[src/rtl/mem_dump_streamer_pkg.sv]
// Shared constants and FSM encoding for the memory dump streamer.
// Address width must track the memory's debug ReadAddr port.
package mem_dump_streamer_pkg;

   localparam int MEM_AW    = 6;
   localparam int MEM_WORDS = 1 << MEM_AW;

   typedef enum logic [1:0] {
      ST_IDLE  = 2'd0,
      ST_FETCH = 2'd1,
      ST_SEND  = 2'd2,
      ST_FIN   = 2'd3
   } state_t;

endpackage

[src/rtl/mem_dump_streamer.sv]
// Walks the memory debug read port over an inclusive (possibly wrapping) word range
// and streams every word as four bytes on a valid/ready byte stream.
module mem_dump_streamer
   import mem_dump_streamer_pkg::*;
#(
   parameter int AW        = MEM_AW,
   parameter bit MSB_FIRST = 1'b1
) (
   input  logic          CLK,
   input  logic          RST_N,
   input  logic          Start,
   input  logic [AW-1:0] FirstAddr,
   input  logic [AW-1:0] LastAddr,
   output logic [AW-1:0] ReadAddr,
   input  logic [31:0]   Data,
   output logic [7:0]    TxData,
   output logic          TxValid,
   input  logic          TxReady,
   output logic          Busy,
   output logic          Done,
   output logic [1:0]    DbgState
);

   localparam logic [AW-1:0] ADDR_ONE = AW'(1);

   state_t        state;
   state_t        state_nxt;
   logic [AW-1:0] last_addr;
   logic [31:0]   shreg;
   logic [1:0]    cnt;
   logic          accept;
   logic          last_byte;
   logic          at_last;

   // Stream handshake: a byte transfers on any posedge where TxValid && TxReady.
   // TxValid and TxData come only from registers, so they hold while stalled and
   // TxValid cannot fall before its byte is accepted.
   assign TxValid   = (state == ST_SEND);
   assign TxData    = MSB_FIRST ? shreg[31:24] : shreg[7:0];
   assign Busy      = (state != ST_IDLE);
   assign Done      = (state == ST_FIN);
   assign DbgState  = state;

   assign accept    = TxValid && TxReady;
   assign last_byte = accept && (cnt == 2'd3);
   assign at_last   = (ReadAddr == last_addr);

   always_comb begin
      state_nxt = state;
      case (state)
         ST_IDLE:  if (Start) state_nxt = ST_FETCH;
         ST_FETCH: state_nxt = ST_SEND;
         ST_SEND:  if (last_byte) state_nxt = at_last ? ST_FIN : ST_FETCH;
         ST_FIN:   state_nxt = ST_IDLE;
         default:  state_nxt = ST_IDLE;
      endcase
   end

   always_ff @(posedge CLK or negedge RST_N) begin
      if (!RST_N) begin
         state     <= ST_IDLE;
         ReadAddr  <= '0;
         last_addr <= '0;
         shreg     <= '0;
         cnt       <= 2'd0;
      end else begin
         state <= state_nxt;
         case (state)
            ST_IDLE: begin
               if (Start) begin
                  ReadAddr  <= FirstAddr;
                  last_addr <= LastAddr;
               end
            end
            ST_FETCH: begin
               // Snapshot of the word; a same-edge CPU write is not seen here.
               shreg <= Data;
               cnt   <= 2'd0;
            end
            ST_SEND: begin
               if (accept) begin
                  shreg <= MSB_FIRST ? {shreg[23:0], 8'h00} : {8'h00, shreg[31:8]};
                  cnt   <= cnt + 2'd1;
                  if (last_byte && !at_last) ReadAddr <= ReadAddr + ADDR_ONE;
               end
            end
            default: ;
         endcase
      end
   end

endmodule
[config.mk]
export PLATFORM = sky130hd
export DESIGN_NAME = mem_dump_streamer
export DESIGN_NICKNAME = d
export VERILOG_FILES = /design/src/rtl/mem_dump_streamer_pkg.sv /design/src/rtl/mem_dump_streamer.sv
export SDC_FILE = /design/constraint.sdc
export NUM_CORES = 1
export LEC_CHECK = 0
export ABC_AREA = 1
export ABC_CLOCK_PERIOD_IN_PS = 2580
export CORE_ASPECT_RATIO = 1.4
export CORE_MARGIN = 3
export CORE_UTILIZATION = 52
export CTS_BUF_LIST = sky130_fd_sc_hd__clkbuf_16
export DETAILED_ROUTE_END_ITERATION = 8
export GPL_TIMING_DRIVEN = 1
export PLACE_DENSITY = 0.89
export SYNTH_ARGS = -nofsm -noshare
export SYNTH_HDL_FRONTEND = slang
export SYNTH_SLANG_ARGS = --single-unit
[constraint.sdc]
create_clock -name CLK -period 2.58 [get_ports CLK]
set_input_delay 0.516 -clock CLK [delete_from_list [all_inputs] [get_ports CLK]]
set_output_delay 0.516 -clock CLK [all_outputs]
set_load 0.05 [all_outputs]
# Yosys cells after proc, flatten, opt, wreduce, memory -nomap -nowiden
# Index checks and enable logic that the tools add are counted.
[word_totals]
reg_bits = 48
latch_bits = 0
ramBits = 0
mem_bits_ro = 0
in_bits = 48
output_inout_bits = 19
elab_cells = 40
mem_count = 0
[op_classes]
n_addsub = 2
mul = 0
div = 0
n_lt_le_gt_ge = 0
eq_ne = 9
shift = 0
muxes = 12
bitwise = 0
n_reduce_logical = 12
[ops]
columns = ["op", "n"]
rows = [
  ["$pmux W32 S2", 1],
  ["$mux W32", 1],
  ["$mux W6", 3],
  ["$pmux W6 S2", 1],
  ["$mux W2", 4],
  ["$pmux W2 S4", 1],
  ["$add A6 B1 Y6 const B", 1],
  ["$eq A2 B2 Y1 const B", 3],
  ["$eq A6 B6 Y1", 1],
  ["$ne A2 B1 Y1 const B", 3],
  ["$reduce_and A2 Y1", 3],
  ["$reduce_bool A2 Y1", 3],
  ["$pmux W2 S2", 1],
  ["$reduce_and A4 Y1", 1],
  ["$logic_and A1 B1 Y1", 3],
  ["$add A2 B1 Y2 const B", 1],
  ["$eq A2 B1 Y1 const B", 1],
  ["$logic_not A2 Y1", 1],
  ["$ne A2 B2 Y1 const B", 1],
  ["$logic_not A1 Y1", 1],
]

# Depth between registers and ports, before layout
[depth]
depth_word = 7
ltp_mapped = 10
mapped_depth_nobuf = 10

# Least setup slack after synthesis
# OpenSTA, ideal clock, no wires.
[synth_timing]
path_type = "reg-to-output"
startpoint = "register state[1] (netlist: DbgState[1])"
endpoint = "output port TxValid"
arrival_ns = 1.257
required_time_ns = 2.064
setup_slack_ns = 0.807
path_stages_with_launch = 4
path_buffers = 1
path_cell_list = "dfrtp_1 -> inv_2 -> nor2_2 -> buf_2"
[synth_via]
elab_chain_cells = 1
[synth_lines]
columns = ["element", "line_no", "text"]
rows = [
  ["start: declaration", "mem_dump_streamer.sv:26", "state_t state;"],
  ["start signal: assignment", "mem_dump_streamer.sv:67", "state <= state_nxt;"],
  ["$eq A2 B2 Y1", "mem_dump_streamer.sv:38", "assign TxValid = (state == ST_SEND);"],
  ["end: declaration", "mem_dump_streamer.sv:17", "output logic TxValid,"],
]
# No other way between the ends.

# Worst setup path in the final report
[layout_timing]
startpoint = "register state[1] (netlist: DbgState[1])"
endpoint = "output port Done"
[layout_via]
elab_chain_cells = 1
[layout_lines]
columns = ["element", "line_no", "text"]
rows = [
  ["$eq A2 B2 Y1", "mem_dump_streamer.sv:41", "assign Done = (state == ST_FIN);"],
  ["end: declaration", "mem_dump_streamer.sv:20", "output logic Done,"],
]
# No other way between the ends.

==> implementation parameters <==
Parameter                              Value

Timing
  Total Negative Setup Slacks    0 ns
  Worst clock skew    0.009021 ns
  Final hold slack    between 0.2 and 0.25 ns
  Fin. max-slew vios    0
  Worst max-slew margin expressed relative to the limit    0.5572
  Portion of the clock cycle consumed by the worst path in the final layout    0.8740
  Minimum clock period after layout    roughly 2.3 ns
  Slew at the pin closest to its max-slew limit    around 0.66 ns
  Unrepaired setup endpoints after global routing    false
  Max Freq    443.5 MHz
  Number of failing setup endpoints in the final timing report    0
  Final number of hold-violating endpoints    0

Hold path
  Tightest Hold Check Type    input port to async pin

Setup path
  Critical register-to-register path startpoint    DbgState[0]$_DFFE_PN0P_
  Worst Path Arrival    approximately 1.7 ns
  Type of the setup path with the least slack    register to output pin
  Required arrival time at the worst endpoint    around 2 ns
  Critical path peak fanout    6
  Launching element of the worst setup path    DbgState[1]$_DFFE_PN0P_
  Sort of element at the end of the critical path    output pin
  Startpoint types    register

Routing
  Detailed-route via count    ~2200
  WL per Instance    13.03 um
  Number of design rule violations left after detail routing    0
  Via-to-Cell Ratio    5.154
  DR iter-0 viols    174
  Drt total wl    about 5700 um
  First-pass detailed-route iteration total    4
  Count of antenna-violating nets left after detailed routing    0

Floorplanning
  Horizontal die dimension    ~64 um
  Vertical extent of the die    87.05 um
  Initial Utilization    0.5571
  Std-Cell Core Area    between 4000 and 5000 um2
  Number of standard-cell rows in the floorplan    28
  Number of primary I/O pins    67
  Total die area    5561 um2

Clock tree
  CTS tree    built
  Inserted Clock Buffers    5
  Post-CTS Resized    0
  Clock Root Buffer    clkbuf_16
  Count of H-tree levels built during CTS    2
  Bufs on Longest Clock Path    2
  Count of hold buffers inserted by post-cts repair    0
  Clock transition at path regs    0.07 ns
  Later-pin clock latency in the skew report    a little under 0.3 ns
  Post-CTS repair timing setup buffer count    0
  Total clock sinks    48

Synthesis
  Flip-flop and latch count after synthesis    48
  Sequential element share of the synthesized area    0.4923
  Syn Std Cell Area    approximately 2400 um2
  Mean post-synth cell area    around 7.6 um2
  Number of unique standard cell types used by synthesis    20
  Warnings, synthesis    0
  Synthesized instance count    320
  Net count of the mapped netlist    370

Run status
  Run status    finished, final reports clean

Placed design
  Port buffer count    66
  Final HPWL from detailed placement    about 4000 um
  Cell count after placement    about 430
  GPL Wtd Cong    roughly 0.83
  Cell area after placement    3075 um2

Power
  Leakage power    approximately 1.5 nW
  Maximum vdd ir drop    around 0.73 mV
  Pwr dens    between 1000 and 1500 nW/um2

Layout
  Layout Utilization    0.7349
  Non-Filler Cell Area, Final    between 3000 and 4000 um2
  Commonest non-fill, non-tap cell in the layout    nand2_1
  Commonest cells after routing, fill and taps aside    nand2_1 (118), clkdlybuf4s50_1 (64), dfrtp_1 (48), nor2_1 (40), a31oi_1 (24)
  Final standard cell count with taps included and fillers excluded    between 400 and 500
  Layout-stage area growth over the synthesis result    31.90%
  Diode insertion count for antenna repair    0
  Nets    between 400 and 500
  Share of final-layout standard cells stronger than drive strength 1    0.06117
  Fill cell instance count of the final layout    between 300 and 400

Global route
  Largest net degree at the start of global routing    49
  Number of antenna violations at the first check in global routing    0
  Combined global-route utilization of all metal layers    0.2200
  Overflow left after global routing    0
  Global-route wire length before repair    roughly 9500 um
  Number of global-route vias before repair    2098

Job
  Number of maximum-capacitance constraint violations    0
-- Yosys cell counts, drive strengths merged --
master,number,area [um2]
a21oi,7,35.03
a31oi,24,150.1
buf,16,116.4
clkbuf,7,26.28
dfrtp,48,1201
ha,2,25.02
inv,21,78.82
mux2,1,11.26
nand2,120,455.4
nand3,20,105.1
nand4,7,43.79
nor2,42,162.6
o21ai,4,20.02
xnor2,1,8.760
-- state kept, by name, summed over array words and instances, names as in the netlist --
register	flops
DbgState	2
ReadAddr	6
cnt	2
last_addr	6
shreg	32
-- layer usage --
metal / global-route usage / vias to the layer above / routed length, um
met5: 0 / - / 0
met4: 0.09823 / 0 / 116
met3: 0.04910 / 8 / 410
met2: 0.3697 / 97 / 2963
met1: 0.2693 / 1011 / 2190
li1: - / 1131 / -
-- worst max-delay path, stage by stage, from the launching register on --
cell	delay, ns
dfrtp_1	0.49
nand2_1	0.09
inv_1	0.06
clkdlybuf4s50_1	0.80
-- kinds of logic after synthesis --
logic type / Yosys count / synth area share
AND/OR/NAND/NOR: 189 / 0.3144
AO/OA/AOI/OAI: 35 / 0.08410
buffers and inverters: 44 / 0.09077
flip-flops: 48 / 0.4923
adder cells (fa/ha/maj): 2 / 0.01025
XOR/XNOR: 1 / 0.003590
multiplexers: 1 / 0.004615
-- final timing paths --
kind	to	slack, ns	cells after the start
max in group asynchronous	shreg[28]$_DFFE_PN0P_	1.72	2
hold / removal	last_addr[0]$_DFFE_PN0P_	0.25	1
min in group CLK	shreg[0]$_DFFE_PN0P_	0.50	2
setup / recovery	Done	0.33	3
setup reg to reg	shreg[10]$_DFFE_PN0P_	0.73	7
hold reg to reg	shreg[0]$_DFFE_PN0P_	0.50	2
-- metrics by stage --
stage | setup WS, ns | power, mW
2_1_floorplan | 0.8070 | 3.146
3_3_place_gp | 0.5722 | 3.587
3_5_place_dp | 0.4754 | 3.690
4_1_cts | 0.3189 | 4.351
5_1_grt | 0.2579 | 4.651
6_report | 0.3252 | 4.331
-- power breakdown --
| group | internal (mW) | switching [mW] | total, mW |
|---|---|---|---|
| sequential | 1.12 | 0.284 | 1.40 |
| combinational | 0.791 | 1.50 | 2.29 |
| clock | 0.357 | 0.278 | 0.636 |
| total | 2.27 | 2.06 | 4.33 |
-- layout make-up --
cell class	count	area, um2	share of cell area
timing repair buffer	71	703.2	0.2185
sequential	48	1201	0.3732
multi-input combinational	228	1017	0.3161
clock buffer	5	125.1	0.03888
inverter	21	78.83	0.02449
tap	60	75.07	0.02333
clock inverter	3	17.52	0.005443
(Power assumes the default switching activity.)
